## src/rtl/cpu_seq_pkg.sv

```systemverilog
// Shared types and constants for the CPU job sequencer: FSM states,
// data-memory address map of the division program and the saturated quotient.
package cpu_seq_pkg;

   typedef enum logic [2:0] {
      IDLE,
      PRIME,
      LOAD,
      RUN,
      READ,
      RESP
   } seq_state_e;

   localparam logic [7:0] DM_DIVD_HI = 8'd0;
   localparam logic [7:0] DM_DIVD_LO = 8'd1;
   localparam logic [7:0] DM_DIVR    = 8'd2;
   localparam logic [7:0] DM_Q_HI    = 8'd4;
   localparam logic [7:0] DM_Q_MID   = 8'd5;
   localparam logic [7:0] DM_Q_LO    = 8'd6;

   localparam logic [23:0] Q_SAT = 24'hFFFFFF;

endpackage

```

## src/rtl/seq_timeout_ctr.sv

```systemverilog
// Cycle counter shared by the sequencer: counts cycles spent in the current
// state; expired_o flags the last allowed RUN cycle.
module seq_timeout_ctr #(
   parameter int TIMEOUT_CYCLES = 65535,
   parameter int CNT_W          = $clog2(TIMEOUT_CYCLES + 1)
) (
   input  logic             clk_i,
   input  logic             reset_i,
   input  logic             clear_i,
   input  logic             enable_i,
   output logic [CNT_W-1:0] count_o,
   output logic             expired_o
);

   logic [CNT_W-1:0] count_q;

   // NOTE: state registers use non-blocking assignments so every flop samples pre-edge values.
   always_ff @(posedge clk_i or posedge reset_i) begin
      if (reset_i) begin
         count_q <= '0;
      end else if (clear_i) begin
         count_q <= '0;
      end else if (enable_i) begin
         count_q <= count_q + CNT_W'(1);
      end
   end

   assign count_o   = count_q;
   assign expired_o = enable_i && (count_q == CNT_W'(TIMEOUT_CYCLES - 1));

endmodule

```

## src/rtl/cpu_job_sequencer.sv

```systemverilog
// Job front-end for the division program: primes the CPU, loads operands into
// data memory, runs the program with a timeout and returns the 24-bit quotient.
module cpu_job_sequencer
   import cpu_seq_pkg::*;
#(
   parameter int PRIME_CYCLES   = 2,
   parameter int TIMEOUT_CYCLES = 65535
) (
   input  logic        clk_i,
   input  logic        reset_i,
   input  logic        job_valid_i,
   output logic        job_ready_o,
   input  logic [15:0] job_dividend_i,
   input  logic [7:0]  job_divisor_i,
   output logic        cpu_reset_o,
   output logic        cpu_start_o,
   input  logic        cpu_ack_i,
   output logic        dm_we_o,
   output logic [7:0]  dm_addr_o,
   output logic [7:0]  dm_wdata_o,
   input  logic [7:0]  dm_rdata_i,
   output logic        res_valid_o,
   input  logic        res_ready_i,
   output logic [23:0] res_quotient_o,
   output logic        res_sat_o,
   output logic        res_timeout_o,
   output logic        busy_o
);

   localparam int STEP_MAX = (PRIME_CYCLES > 3) ? PRIME_CYCLES : 3;
   localparam int CNT_MAX  = (TIMEOUT_CYCLES > STEP_MAX) ? TIMEOUT_CYCLES : STEP_MAX;
   localparam int CNT_W    = $clog2(CNT_MAX + 1);

   localparam logic [CNT_W-1:0] PRIME_LAST = CNT_W'(PRIME_CYCLES - 1);
   localparam logic [CNT_W-1:0] STEP_LAST  = CNT_W'(2);

   seq_state_e  state_q, state_d;
   logic        cpu_reset_q, cpu_reset_d;
   logic        cpu_start_q, cpu_start_d;
   logic        dm_we_q, dm_we_d;
   logic [7:0]  dm_addr_q, dm_addr_d;
   logic [7:0]  dm_wdata_q, dm_wdata_d;
   logic        res_valid_q, res_valid_d;
   logic [23:0] quot_q, quot_d;
   logic        sat_q, sat_d;
   logic        timeout_q, timeout_d;
   logic [15:0] divd_q, divd_d;
   logic [7:0]  divr_q, divr_d;

   logic [CNT_W-1:0] count, next_step;
   logic             expired, ctr_clear, ctr_enable;

   assign ctr_clear  = (state_d != state_q);
   assign ctr_enable = (state_q != IDLE) && (state_q != RESP);
   assign next_step  = ctr_clear ? '0 : count + CNT_W'(1);

   seq_timeout_ctr #(
      .TIMEOUT_CYCLES(TIMEOUT_CYCLES),
      .CNT_W         (CNT_W)
   ) u_ctr (
      .clk_i    (clk_i),
      .reset_i  (reset_i),
      .clear_i  (ctr_clear),
      .enable_i (ctr_enable),
      .count_o  (count),
      .expired_o(expired)
   );

   always_comb begin
      // NOTE: every _d gets a default first, so no path through this block infers a latch.
      state_d     = state_q;
      divd_d      = divd_q;
      divr_d      = divr_q;
      quot_d      = quot_q;
      sat_d       = sat_q;
      timeout_d   = timeout_q;
      cpu_reset_d = 1'b1;
      cpu_start_d = 1'b1;
      dm_we_d     = 1'b0;
      dm_addr_d   = '0;
      dm_wdata_d  = '0;

      unique case (state_q)
         IDLE: begin
            if (job_valid_i && job_ready_o) begin
               divd_d = job_dividend_i;
               divr_d = job_divisor_i;
               if (job_divisor_i == 8'd0) begin
                  state_d = RESP;
                  quot_d  = Q_SAT;
                  sat_d   = 1'b1;
               end else begin
                  state_d = PRIME;
               end
            end
         end
         PRIME: if (count == PRIME_LAST) state_d = LOAD;
         LOAD:  if (count == STEP_LAST) state_d = RUN;
         RUN: begin
            // ack is checked first so it wins over a coincident final timeout cycle
            if (cpu_ack_i) begin
               state_d = READ;
            end else if (expired) begin
               state_d   = RESP;
               quot_d    = Q_SAT;
               timeout_d = 1'b1;
            end
         end
         READ: begin
            if (count == CNT_W'(0))      quot_d[23:16] = dm_rdata_i;
            else if (count == CNT_W'(1)) quot_d[15:8]  = dm_rdata_i;
            else                         quot_d[7:0]   = dm_rdata_i;
            if (count == STEP_LAST) state_d = RESP;
         end
         RESP: begin
            if (res_ready_i) begin
               state_d   = IDLE;
               sat_d     = 1'b0;
               timeout_d = 1'b0;
            end
         end
         default: state_d = IDLE;
      endcase

      // Outputs are registered, so they are decoded from the state being entered.
      unique case (state_d)
         LOAD: begin
            cpu_reset_d = 1'b0;
            dm_we_d     = 1'b1;
            if (next_step == CNT_W'(0)) begin
               dm_addr_d  = DM_DIVD_HI;
               dm_wdata_d = divd_d[15:8];
            end else if (next_step == CNT_W'(1)) begin
               dm_addr_d  = DM_DIVD_LO;
               dm_wdata_d = divd_d[7:0];
            end else begin
               dm_addr_d  = DM_DIVR;
               dm_wdata_d = divr_d;
            end
         end
         RUN: begin
            cpu_reset_d = 1'b0;
            cpu_start_d = 1'b0;
         end
         READ: begin
            cpu_reset_d = 1'b0;
            cpu_start_d = 1'b0;
            if (next_step == CNT_W'(0))      dm_addr_d = DM_Q_HI;
            else if (next_step == CNT_W'(1)) dm_addr_d = DM_Q_MID;
            else                             dm_addr_d = DM_Q_LO;
         end
         default: ;
      endcase

      res_valid_d = (state_d == RESP);
   end

   always_ff @(posedge clk_i or posedge reset_i) begin
      if (reset_i) begin
         state_q     <= IDLE;
         cpu_reset_q <= 1'b1;
         cpu_start_q <= 1'b1;
         dm_we_q     <= 1'b0;
         dm_addr_q   <= '0;
         dm_wdata_q  <= '0;
         res_valid_q <= 1'b0;
         quot_q      <= '0;
         sat_q       <= 1'b0;
         timeout_q   <= 1'b0;
         divd_q      <= '0;
         divr_q      <= '0;
      end else begin
         state_q     <= state_d;
         cpu_reset_q <= cpu_reset_d;
         cpu_start_q <= cpu_start_d;
         dm_we_q     <= dm_we_d;
         dm_addr_q   <= dm_addr_d;
         dm_wdata_q  <= dm_wdata_d;
         res_valid_q <= res_valid_d;
         quot_q      <= quot_d;
         sat_q       <= sat_d;
         timeout_q   <= timeout_d;
         divd_q      <= divd_d;
         divr_q      <= divr_d;
      end
   end

   assign job_ready_o    = (state_q == IDLE);
   assign busy_o         = (state_q != IDLE);
   assign cpu_reset_o    = cpu_reset_q;
   assign cpu_start_o    = cpu_start_q;
   assign dm_we_o        = dm_we_q;
   assign dm_addr_o      = dm_addr_q;
   assign dm_wdata_o     = dm_wdata_q;
   assign res_valid_o    = res_valid_q;
   assign res_quotient_o = quot_q;
   assign res_sat_o      = sat_q;
   assign res_timeout_o  = timeout_q;

endmodule

```

## config.mk

```make
export PLATFORM = sky130hd
export DESIGN_NAME = cpu_job_sequencer
export DESIGN_NICKNAME = d
export VERILOG_FILES = /design/src/rtl/cpu_seq_pkg.sv /design/src/rtl/seq_timeout_ctr.sv /design/src/rtl/cpu_job_sequencer.sv
export SDC_FILE = /design/constraint.sdc
export NUM_CORES = 1
export LEC_CHECK = 0
export CORE_MARGIN = 8
export CORE_UTILIZATION = 41
export CTS_CLUSTER_SIZE = 12
export DETAILED_ROUTE_END_ITERATION = 8
export PLACE_DENSITY = 0.65
export SETUP_SLACK_MARGIN = 0.4
export SLEW_MARGIN = 20
export SYNTH_ARGS = -nofsm -noshare
export SYNTH_HDL_FRONTEND = slang
export SYNTH_SLANG_ARGS = --single-unit
```

## constraint.sdc

```tcl
create_clock -name clk_i -period 3.07 [get_ports clk_i]
set_clock_uncertainty 0.2 [all_clocks]
set_input_delay 0.7675 -clock clk_i [delete_from_list [all_inputs] [get_ports clk_i]]
set_output_delay 0.7675 -clock clk_i [all_outputs]
set_load 0.01 [all_outputs]
```

; ---- Word-level counts from Yosys, hierarchy flattened
; Index checks and enable logic that the tools add are counted.
[classes]
n_addsub = 1
eq_ne = 24
muxes = 43
n_reduce_logical = 19
[op_table]
columns = operator, count
row1 = two-way mux 16 bit, 6
row2 = two-way mux 24 bit, 4
row3 = case mux 24 bit (3 select lines), 1
row4 = two-way mux 8 bit, 8
row5 = equality test 16 x 1 -> 1 bit (second input constant), 2
row6 = zero test 16 bit, 2
row7 = two-way mux 3 bit, 8
row8 = case mux 3 bit (6 select lines), 1
row9 = adder 16 x 1 -> 16 bit (second input constant), 1
row10 = equality test 16 bit (second input constant), 1
row11 = equality test 16 x 2 -> 1 bit (second input constant), 1
row12 = inequality test 2 bit (second input constant), 7
row13 = AND reduction 7 bit, 2
row14 = equality test 3 x 2 -> 1 bit (second input constant), 4
row15 = equality test 3 bit (second input constant), 4
row16 = zero test 8 bit, 1
row17 = two-way mux 1 bit, 8
row18 = two-way mux 2 bit, 4
row19 = AND reduction 4 bit, 2
row20 = case mux 3 bit (2 select lines), 1
row21 = AND reduction 6 bit, 1
row22 = nonzero test 2 bit, 3
row23 = nonzero test 3 bit, 2
row24 = inequality test 2 x 1 -> 1 bit (second input constant), 2
row25 = other kinds (8), 11
[totals]
reg_bits = 89
in_bits = 37
output_inout_bits = 48

; ---- Longest topological paths before layout
; Gate-level depths: netlist of the first run.
[logic_depth]
ltp_word = 12
depth_mapped = 11

; ---- Modules after synthesis
; A second synthesis of the first run with hierarchy kept.
[unflattened]
hier_cells = 391
hier_area_um2 = 4269.1
[by_module_without_submodules]
columns = module, n_inst, cells_each, area_per_inst_um2, seq_area_each_um2
row1 = cpu_job_sequencer, 1, 304, 3423.3, 1704.1
row2 = seq_timeout_ctr, 1, 87, 845.8, 400.4

; ---- Worst setup path after synthesis of the first run
; Ideal clock, no wire load.
[synth_timing]
path_kind = input port to flip-flop
startpoint = input port job_divisor_i[2]
endpoint = register quot_q[10] (netlist: res_quotient_o[10])
setup_time_ns = 0.127
arrival_ns = 2.476
required_time_ns = 2.743
path_slack_ns = 0.267
stages = 6
path_buffers = 0
path_cell_list = or4_1 > nor2_1 > a21oi_1 > o32ai_2 > o21ai_2 > mux2_1
[synth_via]
elab_chain_len = 3
[synth_lines]
columns = element, line_no
row1 = "start, declared", cpu_job_sequencer.sv:14  ; input logic [7:0] job_divisor_i,
row2 = zero test 8 bit, cpu_job_sequencer.sv:88  ; if (job_divisor_i == 8'd0) begin
row3 = inequality test 2 x 1 -> 1 bit (no source line), --
row4 = AND reduction 7 bit (no source line), --
row5 = "end signal, assigned", cpu_job_sequencer.sv:180  ; quot_q <= quot_d;
row6 = "end, declared", cpu_job_sequencer.sv:44  ; logic [23:0] quot_q, quot_d;
; Every way passes these cells.
; A chain may end at the register's enable or synchronous reset.

; ---- Final worst setup path of the first run
[layout_timing]
startpoint = input port job_divisor_i[1]
endpoint = register dm_wdata_q[0] (netlist: dm_wdata_o[0])
[layout_via]
elab_chain_len = 10
word_cells_on_any_way = 12
classes_between = eq/ne (3) / mux (7) / reduce/logical (2)
[layout_lines]
columns = element, line_no
row1 = zero test 8 bit (*), cpu_job_sequencer.sv:88
row2 = two-way mux 3 bit (*), cpu_job_sequencer.sv:88
row3 = two-way mux 3 bit (*), cpu_job_sequencer.sv:85  ; if (job_valid_i && job_ready_o) begin
row4 = case mux 3 bit (6 select lines) (*), cpu_job_sequencer.sv:83  ; unique case (state_q)
row5 = inequality test 3 bit, cpu_job_sequencer.sv:53  ; assign ctr_clear = (state_d != state_q);
row6 = two-way mux 16 bit, cpu_job_sequencer.sv:55  ; assign next_step = ctr_clear ? '0 : count + CNT_W'(1);
row7 = equality test 16 x 1 -> 1 bit, cpu_job_sequencer.sv:133  ; end else if (next_step == CNT_W'(1)) begin
row8 = two-way mux 8 bit, cpu_job_sequencer.sv:133
row9 = two-way mux 8 bit, cpu_job_sequencer.sv:130  ; if (next_step == CNT_W'(0)) begin
row10 = two-way mux 8 bit (*), cpu_job_sequencer.sv:126  ; unique case (state_d)
row11 = net dm_wdata_d[0], cpu_job_sequencer.sv:42  ; logic [7:0] dm_wdata_q, dm_wdata_d;
row12 = "end signal, assigned", cpu_job_sequencer.sv:178  ; dm_wdata_q <= dm_wdata_d;
row13 = "end, declared", cpu_job_sequencer.sv:42
; The timed path passes the listed nets; every way through them passes the cells marked *.

==> flow_summary_export.csv, run 1 <==
group,metric,value,unit
outcome,status,"finished clean",
pwr,p_switching,1.95,mW
layout,final_layout_size_suffix_gt1_share,30.5,%
clock_tree,root_buffer,"clkbuf_8",
synth,ys_ff_latch,84,
setup_path,crit_path_max_fanout,5,
detailed_routing,ant_nets,0,
setup_path,path_buf_inv,3,
layout,antenna_cells,0,
synth,synth_area_leaders,"dfrtp_1 48%, mux2_2 9.0%, mux2_1 3.7%, nor2_1 2.4%, xor2_1 2.3%",
synth,syn_area,4240,sq um
setup_path,worstPathCellList,"dlygate4sd2_1, or4_4, nor2_4, buf_4, a221oi_4, a31oi_4, or2_4, a21oi_2, buf_4, o221a_1",
clock_tree,htreeDepth,3,
timing,holdWs,0.300,ns
timing,finalCritPeriodShare,85.6,%
setup_path,max_stage_delay,0.53,ns
timing,fmax,381,MHz
setup_path,r2r-start,"u_ctr.count_o[0]",
setup_path,worstPathArrival,2.66,ns
timing,tightestPinTransition,0.541,ns
timing,fin_crit,2.63,ns
synth,synth_ff_type,"dfrtp_1",
synth,synth_cells,368,
global_route,grt_pass1_vias,3241,
setup_path,crit_family,"simple AND/OR/NAND/NOR gates",
global_route,grt_max_degree,85,
clock_tree,tritoncts,"done",
detailed_routing,detail_route.first_pass.iterations,4,
detailed_routing,drtIter0Drc,187,
pwr,p_comb_share,51.7,%
pwr,seqPwrFrac,32.3,%
setup_path,cp_slowest_cell,"or4_4",
clock_tree,holdBufCountCts,0,
setup_path,crit_path_start,"job_divisor_i[1]",
job,maxCapViolCount,0,
global_route,antenna_found_initial,0,
timing,final_hold_viol_count,0,
die,die_w,118,um
placement,place_congestion,0.804,
synth,async_reset_ff_share,100,%
placement,io_buffers,79,
min_path,hp-class,"flip-flop to flip-flop",
synth,synth.largest_area_cell,"dfrtp_1",
timing,relSlewSlack,63.7,%
clock_tree,cts.clk_slew.worst_paths,0.09,ns
die,core.rowCount,37,
pwr,internal-power,3.15,mW
die,ioPinCount,85,
setup_path,rr_endpoint,"dm_wdata_o[0]",
clock_tree,clk_path_buf_depth,2,
clock_tree,clk_latency,0.36,ns
pwr,leakage,2.23,nW
timing,grt_setup_unrepaired,"true",
clock_tree,cts_num_sinks,84,
detailed_routing,via_per_inst,5.19,
placement,hpwl,7.11,mm
die,start_util,41.6,%
timing,maxSlewViolCount,0,
setup_path,critical_path.endpoint,"dm_wdata_o[0]",
detailed_routing,vias,3119,
setup_path,cp-start-kind,"primary input",
pwr,power.density,911,nW/um^2
global_route,grt_pass1_wl,17.0,mm
setup_path,cp_common_cell,"buf_4",
synth,ys_types,66,
detailed_routing,wl,10.1,mm
synth,synth-seq-area-share,49.6,%
clock_tree,cts_made_buffers,9,
pwr,p_clk_share,15.9,%
setup_path,crit_type,"primary input to flip-flop",
timing,setup_tns,0,ns
synth,synth-edff-count,0,
setup_path,cp.required,3.11,ns
setup_path,rrSetupSlack,0.48,ns
global_route,track_usage,14.9,%
setup_path,reg2regPathDepth,9,
die,dieArea,13800,sq um
global_route,grt_overflow,0,
setup_path,end_kind,"flip-flop",
timing,setup_viol,0,
synth,yosys.area.top_type_share,48.4,%
detailed_routing,avgRoutedWirePerCell,16.9,um
die,fp.dieH,118,um
die,core_region_area,10200,sq um
synth,avgSynthCellArea,11.5,sq um
setup_path,crit_cells,10,
detailed_routing,remaining_drc_errors,0,
pwr,switching_share,38.2,%
pwr,peakVddDrop,0.000481,V
layout,nNetsFinal,501,
synth,yosys_warnings,0,
layout,layout-area-overhead-vs-synth,31.9,%
## power by group through the flow
stage | Sequential (mW) | Clock, mW | Combinational (mW)
after floorplan | 1.68 | 0 | 1.59
after global placement | 1.70 | 0 | 2.41
after detailed placement | 1.71 | 0 | 2.45
after CTS | 1.66 | 0.836 | 2.58
after global routing | 1.69 | 0.881 | 2.85
final | 1.65 | 0.812 | 2.63
## worst min path at each step
stage / slack, ns / start / cells after the start / to
after floorplan: 0.27 / divr_q[7] / 1 / divr_q[7]
after global placement: 0.27 / divr_q[7] / 1 / divr_q[7]
after detailed placement: 0.28 / divr_q[7] / 1 / divr_q[7]
after CTS: 0.30 / divr_q[7] / 1 / divr_q[7]
after global routing: 0.32 / divr_q[7] / 1 / divr_q[7]
final: 0.30 / divr_q[7] / 1 / divr_q[7]
## registers in the layout, summed over array words and instances (netlist names)
name	flops
dm_we_o	1
u_ctr.count_o	16
res_sat_o	1
dm_addr_o	3
res_valid_o	1
cpu_reset_o	1
divd_q	16
state_q	3
res_timeout_o	1
res_quotient_o	24
dm_wdata_o	8
divr_q	8
cpu_start_o	1
## cells by family (layout without fill, tap and decap cells)
| kind of cell | Yosys count | after routing | share of synthesized area (%) |
|---|---|---|---|
| multiplexers | 50 | 50 | 13.2 |
| buffers and inverters | 37 | 130 | 4.87 |
| AO/OA/AOI/OAI | 57 | 57 | 11.5 |
| AND/OR/NAND/NOR | 117 | 117 | 15.7 |
| flip-flops | 84 | 84 | 49.6 |
| adder cells (fa/ha/maj) | 4 | 4 | 1.18 |
| other | 1 | 5 | 0.0885 |
| XOR/XNOR | 18 | 18 | 3.72 |
## area by class of cell
| type | instances | area [sq um] |
|---|---|---|
| clock inverter | 6 | 71.3 |
| clock buffer | 10 | 128 |
| fill | 885 | 4590 |
| sequential | 84 | 2120 |
| multi-input combinational | 251 | 2070 |
| tap | 136 | 170 |
| inverter | 9 | 37.5 |
| timing repair buffer | 105 | 991 |
## synthesized netlist by cell type, types with 6 or more instances
| cell | n |
|---|---|
| mux2_2 | 34 |
| nor2_1 | 27 |
| nand4_1 | 7 |
| buf_2 | 14 |
| and4_1 | 6 |
| nor3_1 | 14 |
| or2_2 | 9 |
| nand3_1 | 11 |
| xor2_1 | 11 |
| xnor2_1 | 7 |
| mux2_1 | 14 |
| o221a_1 | 7 |
| nand2_1 | 14 |
| o21ai_0 | 7 |
| a21oi_1 | 16 |
| inv_1 | 9 |
| dfrtp_1 | 82 |
## per-stage QoR
step	std cells	instance area (sq um)	total power [mW]	util [%]	setup slack (ns)
after floorplan	372	4280	3.27	-	0.332
after global placement	577	5210	4.10	51.2	-0.175
after detailed placement	577	5210	4.16	51.2	-0.233
after CTS	595	5480	5.08	53.8	0.404
after global routing	601	5590	5.43	54.9	0.365
final	601	5590	5.09	54.9	0.442
## placed cells by master (no fill, tap or decap), types with 7 or more instances in the layout
cell type,synthesis,final
dfrtp_1,82,71
clkdlybuf4s50_1,0,70
mux2_2,34,34
nor2_1,27,26
buf_4,5,25
a21oi_1,16,15
nand2_1,14,14
nor3_1,14,14
nand3_1,11,11
xor2_1,11,11
dfrtp_2,0,11
or2_2,9,9
clkbuf_8,0,9
inv_1,9,8
mux2_4,0,8
nand4_1,7,7
o21ai_0,7,7
xnor2_1,7,7
o221a_1,7,7
## worst reg2reg max path, delay by kind of cell (launching register included)
kind / cells / cell delay (ns)
compound gates: 4 / 0.76
fa+ha+maj: 1 / 0.25
buf+inv: 1 / 0.15
flops: 1 / 0.45
simple gates: 3 / 0.66
## what timing repair did
item	4_1_cts	5_1_grt
pin swaps	5	5
buffers inserted	2	6
endpoints found under the setup margin	36	37
resized for setup	28	18
## routing by layer
layer,up-vias,routed length [um],GRT usage [%]
li1,1494,-,-
met2,75,4930,23.8
met3,5,448,4.70
met5,-,0,0
met1,1545,4700,19.2
met4,0,72,3.52
(Power assumes the default switching activity.)
==> run 2, diff against run 1 <==
--- a/config.mk
+++ b/config.mk
@@ -11,6 +11,7 @@
 export DETAILED_ROUTE_END_ITERATION = 8
 export PLACE_DENSITY = 0.65
 export SETUP_SLACK_MARGIN = 0.4
+export SKIP_CTS_REPAIR_TIMING = 1
 export SLEW_MARGIN = 20
 export SYNTH_ARGS = -nofsm -noshare
 export SYNTH_HDL_FRONTEND = slang
==> flow_summary_export.csv, run 2 (synthesized netlist as in run 1, its figures left out) <==
group,metric,value,unit
outcome,status,"finished clean",
layout,final_cells,600,
layout,antenna_cells,0,
placement,place_congestion,0.804,
setup_path,end_kind,"flip-flop",
die,core_region_area,10200,sq um
layout,nNetsFinal,500,
global_route,track_usage,14.7,%
global_route,grt_pass1_vias,3221,
die,dieArea,13800,sq um
setup_path,crit_type,"primary input to flip-flop",
clock_tree,root_buffer,"clkbuf_8",
clock_tree,cts_made_buffers,9,
detailed_routing,vias,3101,
job,maxCapViolCount,0,
setup_path,cp.required,3.11,ns
setup_path,crit_path_max_fanout,7,
clock_tree,cts_num_sinks,84,
timing,setup_viol,0,
clock_tree,cts.clk_slew.worst_paths,0.09,ns
placement,place_ws,-0.233,ns
detailed_routing,ant_nets,0,
timing,maxSlewViolCount,0,
pwr,power.density,908,nW/um^2
min_path,hp-class,"flip-flop to flip-flop",
global_route,antenna_found_initial,0,
setup_path,max_stage_delay,0.42,ns
global_route,grt_overflow,0,
setup_path,worstPathArrival,2.69,ns
placement,hpwl,7.11,mm
detailed_routing,remaining_drc_errors,0,
setup_path,cp_slowest_cell,"clkdlybuf4s50_1",
detailed_routing,wl,10.1,mm
die,core.rowCount,37,
placement,io_buffers,79,
global_route,met1_usage,18.9,%
timing,grt_setup_unrepaired,"false",
layout,layout_commonest_cell,"dfrtp_1",
timing,fmax,377,MHz
layout,final_cell_mix,"71 x dfrtp_1, 70 x clkdlybuf4s50_1, 34 x mux2_2",
global_route,use_met2,23.5,%
layout,n_fill_cell,878,
global_route,grt_max_degree,85,
timing,relSlewSlack,63.9,%
layout,layout-area-overhead-vs-synth,32.4,%
clock_tree,clk_path_buf_depth,2,
setup_path,worstPathCellList,"clkdlybuf4s50_1, inv_1, a221oi_2, o31ai_2, nand3_2, or2_4, or2_4, o221a_1",
detailed_routing,drtIter0Drc,198,
layout,largest_reg_flops,24,
die,fp.dieH,118,um
clock_tree,clk_latency,0.36,ns
timing,holdWs,0.300,ns
setup_path,cp-start-kind,"primary input",
placement,dp_cells,577,
timing,tightestPinTransition,0.538,ns
timing,finalCritPeriodShare,86.3,%
die,die_w,118,um
setup_path,crit_family,"simple AND/OR/NAND/NOR gates",
layout,final_layout_size_suffix_gt1_share,30.6,%
die,ioPinCount,85,
detailed_routing,via_per_inst,5.17,
timing,setup_tns,0,ns
die,start_util,41.6,%
timing,fin_crit,2.65,ns
setup_path,cp_common_cell,"or2_4",
setup_path,path_buf_inv,2,
pwr,peakVddDrop,0.000479,V
global_route,top_usage_layer,"met2",
global_route,grt_use_met3,4.70,%
timing,worst_slack,0.419,ns
pwr,leakage,2.30,nW
timing,final_hold_viol_count,0,
detailed_routing,avgRoutedWirePerCell,16.8,um
global_route,grt_pass1_wl,16.9,mm
clock_tree,tritoncts,"done",
detailed_routing,detail_route.first_pass.iterations,4,
clock_tree,htreeDepth,3,
-- run 2: changes by cell type in the layout (fill, tap and decap cells not counted), sizes merged --
cell | before | now
buf | 26 | 25
dlygate4sd2 | 6 | 0
dlymetal6s2s | 0 | 9
clkdlybuf4s15 | 3 | 0
-- run 2: where the power goes --
part	leakage (nW)	switching, mW	internal, mW	total (mW)
clock network	0.0935	0.430	0.384	0.814
registers	0.982	0.171	1.48	1.65
logic	1.22	1.34	1.29	2.63
-- run 2: final cells by class --
| type | count | area, sq um | area share, % |
|---|---|---|---|
| Clock inverter | 6 | 71.3 | 1.27 |
| Multi-Input combinational cell | 251 | 2080 | 37.0 |
| Clock buffer | 10 | 128 | 2.27 |
| Sequential cell | 84 | 2120 | 37.7 |
| Tap cell | 136 | 170 | 3.03 |
| Timing Repair Buffer | 104 | 1010 | 18.1 |
| Inverter | 9 | 37.5 | 0.669 |
-- run 2: path summary, 6_finish.rpt --
kind	slack, ns	end	from	depth (start not counted)
max reg2reg	0.52	dm_wdata_o[0]	u_ctr.count_o[0]	8
min	0.30	divr_q[7]	divr_q[7]	1
min reg2reg	0.30	divr_q[7]	divr_q[7]	1
min in group asynchronous	0.68	divr_q[5]	reset_i	3
max	0.42	dm_wdata_o[0]	cpu_ack_i	8
max in group asynchronous	1.62	cpu_start_o	reset_i	3
-- run 2: per-layer routing --
| metal | wire length [um] | vias to the layer above |
|---|---|---|
| li1 | - | 1489 |
| met1 | 4690 | 1534 |
| met2 | 4930 | 73 |
| met3 | 404 | 5 |
| met4 | 72 | 0 |
| met5 | 0 | - |
-- run 2: stage by stage --
step	instance area, sq um	util [%]	total power [mW]
2_1_floorplan	4280	-	3.27
3_3_place_gp	5210	51.2	4.10
3_5_place_dp	5210	51.2	4.16
4_1_cts	5410	53.1	4.97
5_1_grt	5610	55.1	5.43
6_report	5610	55.1	5.10
-- run 2: worst register-to-register path, stage by stage (launching register included) --
cell and delay, ns:
dfrtp_2 0.48, and4_2 0.33, a2111oi_2 0.37, a41o_1 0.14
and4_1 0.23, and3_4 0.22, a21oi_2 0.06, buf_4 0.15
o221a_1 0.24
